$ cat config.mk
export PLATFORM = sky130hd
export DESIGN_NAME = spike_decoder_flat
export DESIGN_NICKNAME = d
export VERILOG_FILES = /design/src/rtl/spike_decoder_if.sv /design/src/rtl/spike_decoder.sv /design/src/flat_wrapper.sv
export SDC_FILE = /design/constraint.sdc
export NUM_CORES = 1
export LEC_CHECK = 0
export ABC_AREA = 1
export BUFFER_PORTS_ARGS = -buffer_cell sky130_fd_sc_hd__buf_2
export CORE_AREA = 4 4 117 130
export CTS_CLUSTER_SIZE = 25
export DETAILED_ROUTE_END_ITERATION = 12
export DIE_AREA = 0 0 121 134
export PLACE_DENSITY_LB_ADDON = 0.1
export SETUP_SLACK_MARGIN = 0.1
export SLEW_MARGIN = 20
export SYNTH_ARGS = -nofsm -noshare
export SYNTH_HDL_FRONTEND = slang
export SYNTH_SLANG_ARGS = --single-unit
$ cat constraint.sdc
create_clock -name clk -period 5.8 [get_ports clk]
set_input_delay 0.29 -clock clk [delete_from_list [all_inputs] [get_ports clk]]
set_output_delay 0.29 -clock clk [all_outputs]
set_load 0.01 [all_outputs]
$ cat src/rtl/spike_decoder_if.sv
// ---------------------------------------------------------------------------
// spike_decoder_if
//   Result channel between the spike decoder and the downstream
//   weight/accumulate logic.
//
//   Handshake: the producer raises out_valid with spike_time_out, fired and
//   code_err stable; they stay unchanged until a cycle where out_valid and
//   out_ready are both high, which is the single transfer point. out_ready
//   has no meaning while out_valid is low.
//
//   Signals:
//     out_valid       producer -> consumer  result available
//     out_ready       consumer -> producer  consumer accepts result
//     spike_time_out  producer -> consumer  N_LINES*TW, line i at [i*TW +: TW]
//     fired           producer -> consumer  line i was high at t=0
//     code_err        producer -> consumer  line i broke the leading-run code
// ---------------------------------------------------------------------------
interface spike_decoder_if #(
    parameter int N_LINES = 8,
    parameter int TW      = 4
);
    logic                  out_valid;
    logic                  out_ready;
    logic [N_LINES*TW-1:0] spike_time_out;
    logic [N_LINES-1:0]    fired;
    logic [N_LINES-1:0]    code_err;

    modport master (
        output out_valid,
        input  out_ready,
        output spike_time_out,
        output fired,
        output code_err
    );

    modport slave (
        input  out_valid,
        output out_ready,
        input  spike_time_out,
        input  fired,
        input  code_err
    );
endinterface

$ cat src/rtl/spike_decoder.sv
// ---------------------------------------------------------------------------
// spike_decoder
//   Temporal-code receiver. Each line is expected to be high while
//   time_val < spike_time and low for the rest of a TIME_PERIOD window.
//   The block counts the leading high run of every line, flags lines whose
//   run is not contiguous (or spans the whole window), and presents the
//   decoded times on a valid/ready result channel.
//
//   Ports:
//     clk        clock
//     rst        asynchronous, active-high reset
//     start      begin a window (taken in IDLE, or in HOLD with out_ready)
//     spike_in   N_LINES sampled spike lines
//     time_val   current window time step, drives the upstream encoders
//     busy       high while collecting
//     state_dbg  current FSM state (0 IDLE, 1 COLLECT, 2 HOLD)
//     res        result channel (spike_decoder_if.master)
// ---------------------------------------------------------------------------
module spike_decoder #(
    parameter int N_LINES     = 8,
    parameter int TIME_PERIOD = 16,
    parameter int TW          = $clog2(TIME_PERIOD)
) (
    input  logic               clk,
    input  logic               rst,
    input  logic               start,
    input  logic [N_LINES-1:0] spike_in,
    output logic [TW-1:0]      time_val,
    output logic               busy,
    output logic [1:0]         state_dbg,
    spike_decoder_if.master    res
);

    typedef enum logic [1:0] {
        IDLE    = 2'd0,
        COLLECT = 2'd1,
        HOLD    = 2'd2
    } state_t;

    localparam logic [TW-1:0] T_LAST   = TW'(TIME_PERIOD - 1);
    localparam logic [TW:0]   CNT_FULL = (TW + 1)'(TIME_PERIOD);

    state_t             state;
    logic [TW:0]        count [N_LINES];
    logic [N_LINES-1:0] run_open;
    logic [N_LINES-1:0] line_err;

    // Next-sample view of the per-line trackers; also feeds the result
    // registers so the final sample of the window is included.
    logic [TW:0]           cnt_nxt [N_LINES];
    logic [N_LINES-1:0]    open_nxt;
    logic [N_LINES-1:0]    err_nxt;
    logic [N_LINES*TW-1:0] sat_flat;
    logic [N_LINES-1:0]    fire_nxt;
    logic [N_LINES-1:0]    cerr_nxt;
    logic                  launch;

    assign state_dbg = state;

    // A new window starts from IDLE, or straight out of HOLD when the
    // result is taken in the same cycle (no idle bubble).
    assign launch = start && ((state == IDLE) ||
                              (state == HOLD && res.out_ready));

    always_comb begin
        open_nxt = run_open;
        err_nxt  = line_err;
        sat_flat = '0;
        fire_nxt = '0;
        cerr_nxt = '0;
        for (int i = 0; i < N_LINES; i++) begin
            cnt_nxt[i] = count[i];
            if (spike_in[i]) begin
                if (run_open[i]) begin
                    cnt_nxt[i] = count[i] + (TW + 1)'(1);
                end else begin
                    // High again after the run closed: not a leading run.
                    err_nxt[i] = 1'b1;
                end
            end else begin
                open_nxt[i] = 1'b0;
            end
            // A run covering the whole window cannot be encoded in TW bits.
            if (cnt_nxt[i] == CNT_FULL) begin
                sat_flat[i*TW +: TW] = T_LAST;
            end else begin
                sat_flat[i*TW +: TW] = cnt_nxt[i][TW-1:0];
            end
            cerr_nxt[i] = err_nxt[i] || (cnt_nxt[i] == CNT_FULL);
            fire_nxt[i] = (cnt_nxt[i] != '0);
        end
    end

    always_ff @(posedge clk or posedge rst) begin
        if (rst) begin
            state              <= IDLE;
            time_val           <= '0;
            busy               <= 1'b0;
            res.out_valid      <= 1'b0;
            res.spike_time_out <= '0;
            res.fired          <= '0;
            res.code_err       <= '0;
            run_open           <= '0;
            line_err           <= '0;
            for (int i = 0; i < N_LINES; i++) begin
                count[i] <= '0;
            end
        end else if (launch) begin
            state         <= COLLECT;
            busy          <= 1'b1;
            res.out_valid <= 1'b0;
            time_val      <= '0;
            run_open      <= '1;
            line_err      <= '0;
            for (int i = 0; i < N_LINES; i++) begin
                count[i] <= '0;
            end
        end else begin
            case (state)
                IDLE: begin
                    busy          <= 1'b0;
                    res.out_valid <= 1'b0;
                end
                COLLECT: begin
                    for (int i = 0; i < N_LINES; i++) begin
                        count[i] <= cnt_nxt[i];
                    end
                    run_open <= open_nxt;
                    line_err <= err_nxt;
                    if (time_val == T_LAST) begin
                        state              <= HOLD;
                        busy               <= 1'b0;
                        res.out_valid      <= 1'b1;
                        time_val           <= '0;
                        res.spike_time_out <= sat_flat;
                        res.fired          <= fire_nxt;
                        res.code_err       <= cerr_nxt;
                    end else begin
                        time_val <= time_val + TW'(1);
                    end
                end
                HOLD: begin
                    if (res.out_ready) begin
                        state         <= IDLE;
                        res.out_valid <= 1'b0;
                    end
                end
                default: begin
                    state         <= IDLE;
                    busy          <= 1'b0;
                    res.out_valid <= 1'b0;
                    time_val      <= '0;
                end
            endcase
        end
    end

endmodule

$ cat src/flat_wrapper.sv
// flat-port wrapper written by rule: the top's interface ports become plain ports
module spike_decoder_flat 
#(
    parameter int N_LINES     = 8,
    parameter int TIME_PERIOD = 16,
    parameter int TW          = $clog2(TIME_PERIOD)
)
  (clk, rst, start, spike_in, time_val, busy, state_dbg, res_out_valid, res_out_ready, res_spike_time_out, res_fired, res_code_err);
  spike_decoder_if #(.N_LINES(N_LINES), .TW(TW)) res_i ();
  input  logic clk;
  input  logic rst;
  input  logic start;
  input  logic [N_LINES-1:0] spike_in;
  output logic [TW-1:0] time_val;
  output logic busy;
  output logic [1:0] state_dbg;
  output wire logic [$bits(res_i.out_valid)-1:0] res_out_valid;
  input wire logic [$bits(res_i.out_ready)-1:0] res_out_ready;
  output wire logic [$bits(res_i.spike_time_out)-1:0] res_spike_time_out;
  output wire logic [$bits(res_i.fired)-1:0] res_fired;
  output wire logic [$bits(res_i.code_err)-1:0] res_code_err;
  assign res_out_valid = res_i.out_valid;
  assign res_i.out_ready = res_out_ready;
  assign res_spike_time_out = res_i.spike_time_out;
  assign res_fired = res_i.fired;
  assign res_code_err = res_i.code_err;
  spike_decoder #(.N_LINES(N_LINES), .TIME_PERIOD(TIME_PERIOD), .TW(TW)) u_core (.clk(clk), .rst(rst), .start(start), .spike_in(spike_in), .time_val(time_val), .busy(busy), .state_dbg(state_dbg), .res(res_i));
endmodule
Yosys cells after proc, flatten, opt, wreduce, memory -nomap -nowiden. Index checks and enable logic that the tools add are counted.

Bits in registers: 112. Input port bits: 12.

Add/subtract/negate cells: 9. Eq/ne operators: 24. Mux-type cells: 68. Bitwise logic cells: 1. Reductions and logical operators: 34.

Operators with widths (number): $mux W40 (2); $mux W5 (16); $add A5 B1 Y5 const B (8); $eq A5 B5 Y1 const B (8); $mux W4 (10); $reduce_bool A5 Y1 (8); $mux W8 (4); $mux W1 (29); $ne A2 B1 Y1 const B (11); $reduce_and A2 Y1 (10); $logic_or A1 B1 Y1 (9); $pmux W4 S2 (1); $mux W2 (3); $pmux W2 S3 (1); $reduce_and A3 Y1 (2); $add A4 B1 Y4 const B (1); $eq A4 B4 Y1 const B (1); $pmux W1 S2 (2); $ne A3 B1 Y1 const B (1); $ne A3 B2 Y1 const B (1); $eq A2 B1 Y1 const B (1); $eq A2 B2 Y1 const B (1); $logic_and A1 B1 Y1 (2); $logic_not A2 Y1 (1); 3 further kinds (3).

Longest topological paths before layout.
Depth after elaboration: 6. Gate-level depth with buffers: 9. Gate-level depth less buffers: 9.

Worst setup path before layout. OpenSTA, ideal clock, no wires.

Kind: register to register. Start: register u_core.count[10] (netlist name). End: register u_core.res.fired[5]. Setup time: 0.123 ns. Arrival time: 1.275 ns. Data required time: 5.677 ns. Setup slack: 4.402 ns. Cell stages (with the launch flop): 8. Path through: dfrtp_1 -> ha_1 -> o21ai_1 -> nand2_1 -> nor2_1 -> nand2_1 -> o21ai_0 -> nand2_1.

Word-level cells in the longest chain between the ends: 4.

Ends and longest elaborated chain: from (decl) (line spike_decoder.sv:44) `logic [TW:0] count [N_LINES];`; from (signal, indexed assignment) (line spike_decoder.sv:126) `count[i] <= cnt_nxt[i];`; $add A5 B1 Y5 (line spike_decoder.sv:75) `cnt_nxt[i] = count[i] + (TW + 1)'(1);`; $mux W5 (line spike_decoder.sv:74) `if (run_open[i]) begin`; $mux W5 * (line spike_decoder.sv:73) `if (spike_in[i]) begin`; $reduce_bool A5 Y1 * (line spike_decoder.sv:90) `fire_nxt[i] = (cnt_nxt[i] != '0);`; to (signal assigned) (line spike_decoder.sv:136) `res.fired <= fire_nxt;`; to (decl) (line spike_decoder_if.sv:32) `output fired,`.

Mark *: on every way between the ends. The rest lies on a longest branch, timed or not. A chain may end at the register's enable or synchronous reset.

Final worst setup path.
Start: register u_core.state[1], in the netlist u_core.state_dbg[1]. End: register u_core.time_val[3].

Word-level cells in the longest chain between the ends: 5. Elaborated cells on any way between the ends: 10.

Ends and longest elaborated chain: from (decl) (line spike_decoder.sv:43) `state_t state;`; from (signal assigned) (line spike_decoder.sv:96) `state <= IDLE;`; from (signal assigned) (line spike_decoder.sv:109) `state <= COLLECT;`; from (signal assigned) (line spike_decoder.sv:131) `state <= HOLD;`; parallel branches: the longest is 5 deep, another holds $pmux W4 S2; to (signal assigned) (line spike_decoder.sv:139) `time_val <= time_val + TW'(1);`; to (decl) (line spike_decoder.sv:28) `output logic [TW-1:0] time_val,`.

Several ways; the timed one is not identified.

==> metrics <==
FF+latch count, synth roughly 110; fin. max-slew vios 0; Slew HR 42.5%; Critical Path Fanout Max 37; total negative setup slack 0 ns; Detailed Route Iter0 Violations approximately 190; # diodes 0; clk sink count 112; IO Port Bufs 67; status finished clean; Tcrit/Tclk final 41.4%; post-synth top area share 51.4%; WP depth 6; Avg Inst Size Synth 8.12 um2; Post-Route Skew 0.00866 ns; RSZ-0062 raised after global routing no; Final Setup Violations 0; hold buffer count at CTS 1; initial antenna violation count 0; wire length of the first global-routing pass between 20 and 25 mm; Pwr Density 548 nW/um2; CTS tree built; multi-input logic area approximately 2200 um2; Avg WL per Cell approximately 14 um; Layout area overhead 14.3%; postcts setup bufs 0; number of global-route vias before repair 4639; Initial Util between 30 and 40%; max-cap violations 0; Filler cells 1380; Num CTS Buffers 9; M1 WL 5.98 mm; Core Box Area 13800 um2; post-CTS sizing 0; Pre-antenna DRT Iters 4; Final #Nets 754; final setup margin 3.40 ns; largest delay contributor family on the critical path buffers and inverters; Vias/cell 4.96; Synth Warn # 0; VDD IR-drop max 213 uV; most common cell after layout, fill and taps aside nand2_1; Reg area 2800 um2; register area share after synthesis 51.4%; Worst EP required 6.07 ns; Longest Clk Path Bufs 2; CP Cell Sequence inv_1 -> nand2_2 -> inv_1 -> nand2_1 -> nand2_1 -> nor3b_1; area leader, netlist dfrtp_1; Die Height 134 um; Synth Instances 672; Final min period 2.40 ns; boundary pin count approximately 70; Worst Setup EP u_core.time_val[3]$_DFFE_PP0P_; share of cells above drive strength 1 between 10 and 15%; Netlist cell types 31; WS Path Type reg -> reg; largest net degree at the start of global routing 78; Row Count 45; Mapped Area 5460 um2; GP Congestion between 0.7 and 0.8; Slowest-stage cell, CP inv_1; CP Launch Point u_core.state_dbg[1]$_DFFE_PP0P_; Critical Path Start Type flip-flop; pre-CTS setup slack 3.37 ns; worst hold path type in -> reg; DP Wirelength 8.37 mm; Met2 Routed Length roughly 6 mm; RR Startpoint u_core.state_dbg[1]$_DFFE_PP0P_; total track usage between 10% and 20%; Clock Pin Slew Worst Setup and Hold Paths 0.07 ns; FMAX around 420 MHz; Vias 4589; Static Leak between 3 and 4 nW; max layer used met4; Clk Latency, worst-skew pair 0.35 ns; CTS H-tree depth 3; WP data arrival 2.67 ns; Root Driver clkbuf_16; Fin. Hold Viols 0; Largest stage delay, worst path around 0.87 ns; met3 wire length 390 um; most frequent cells in the layout 150 x nand2_1, 112 x dfrtp_1, 89 x nor2_1; capturing point of the worst reg2reg path u_core.time_val[3]$_DFFE_PP0P_; Die W 121 um; grt ovf 0; Slew @ Worst Pin 0.861 ns; Syn Nets 693; drt total wl 12.6 mm; CP Buf/Inv Count 2; synth top area cells dfrtp_1 51%, nand2_1 10%, nor2_1 6.1%; kind of end point of the critical path flip-flop; Die ar. between 15000 and 20000 um2; R2R setup slack roughly 3.4 ns; Residual DRC 0; R2R cell count 6; DRT antenna net count 0
==> where the power goes <==
part / internal, W / switching (W) / total, W / leakage [nW]
Combinational: 0.000514 / 0.000911 / 0.00142 / 1.57
Sequential: 0.00113 / 0.000249 / 0.00138 / 1.31
Clock: 0.000327 / 0.000283 / 0.000611 / 0.139
==> how the worst min path moves through the flow <==
stage                        from                          endpoint  slack, ns  cells after the start
floorplan             spike_in[1]    u_core.run_open[1]$_DFFE_PP0P_       0.46                      2
global placement              rst   u_core.res.fired[4]$_DFFE_PP0P_       0.34                      2
detailed placement            rst   u_core.res.fired[4]$_DFFE_PP0P_       0.35                      2
CTS                 res_out_ready   u_core.state_dbg[1]$_DFFE_PP0P_       0.22                      4
global route        res_out_ready  u_core.res.out_valid$_DFFE_PP0P_       0.24                      4
finish              res_out_ready   u_core.state_dbg[1]$_DFFE_PP0P_       0.22                      4
==> cells by family after synthesis <==
group           count (synthesis)  share of synthesized area, %
flops                         112                          51.4
simple gates                  297                          23.1
buf+inv                       110                          8.26
compound gates                142                          14.7
xor+xnor                        2                         0.459
fa+ha+maj                       9                          2.06
==> per-stage QoR <==
stage                     hold slack (ns)  instances  instance area (um2)  util (%)  power (W)
after global placement              0.338        909                 5930      43.0    0.00279
after detailed placement            0.353        909                 5930      43.0    0.00283
final                               0.218        926                 6230      45.2    0.00342
after CTS                           0.216        926                 6230      45.2    0.00346
after global routing                0.242        926                 6230      45.2    0.00374
after floorplan                     0.456        672                 5460         -    0.00240
==> flip-flops by register name, indices dropped and copies added, names as in the netlist <==
register	cells
u_core.count	40
u_core.res.spike_time_out	32
u_core.line_err	8
u_core.res.code_err	8
u_core.res.fired	8
u_core.run_open	8
u_core.time_val	4
u_core.state_dbg	2
u_core.busy	1
u_core.res.out_valid	1
==> tightest hold or removal path, delay by kind of cell <==
kind	cells	cell delay (ns)
buf+inv	2	0.12
simple gates	2	0.13
==> final cells by class <==
type                    count  area share (%)
clock buffers              14            4.39
clock inverters             2           0.201
inverters                  89            5.40
multi-input cells         450            35.3
flip-flops and latches    112            45.0
well taps                 188            3.77
repair buffers             71            5.96
==> Yosys cell counts <==
| cell type | n |
|---|---|
| o22ai_1 | 29 |
| nor2_2 | 2 |
| clkbuf_1 | 4 |
| a31oi_1 | 1 |
| buf_6 | 1 |
| nand3_1 | 28 |
| a21oi_1 | 57 |
| o22a_1 | 1 |
| and3_1 | 2 |
| o21ai_2 | 5 |
| buf_2 | 12 |
| ha_1 | 9 |
| dfrtp_1 | 112 |
| xor2_2 | 1 |
| a21oi_2 | 1 |
| nand2_1 | 150 |
| nor3b_1 | 1 |
| inv_1 | 87 |
| o21ai_0 | 38 |
| a32o_1 | 1 |
| nor2_4 | 2 |
| o32ai_1 | 2 |
| nand3_2 | 7 |
| inv_2 | 2 |
| nand4_1 | 11 |
| buf_4 | 4 |
| o211ai_1 | 6 |
| nor2_1 | 89 |
| o21ai_1 | 1 |
| xor2_1 | 1 |
| nand2_2 | 5 |
==> per-layer routing <==
| layer | global-route usage [%] | vias to the layer above |
|---|---|---|
| li1 | - | 2321 |
| met1 | 21.3 | 2189 |
| met2 | 27.5 | 66 |
| met3 | 2.45 | 13 |
| met4 | 6.30 | 0 |
| met5 | 0 | - |
Power figures use the tool's default switching activity.
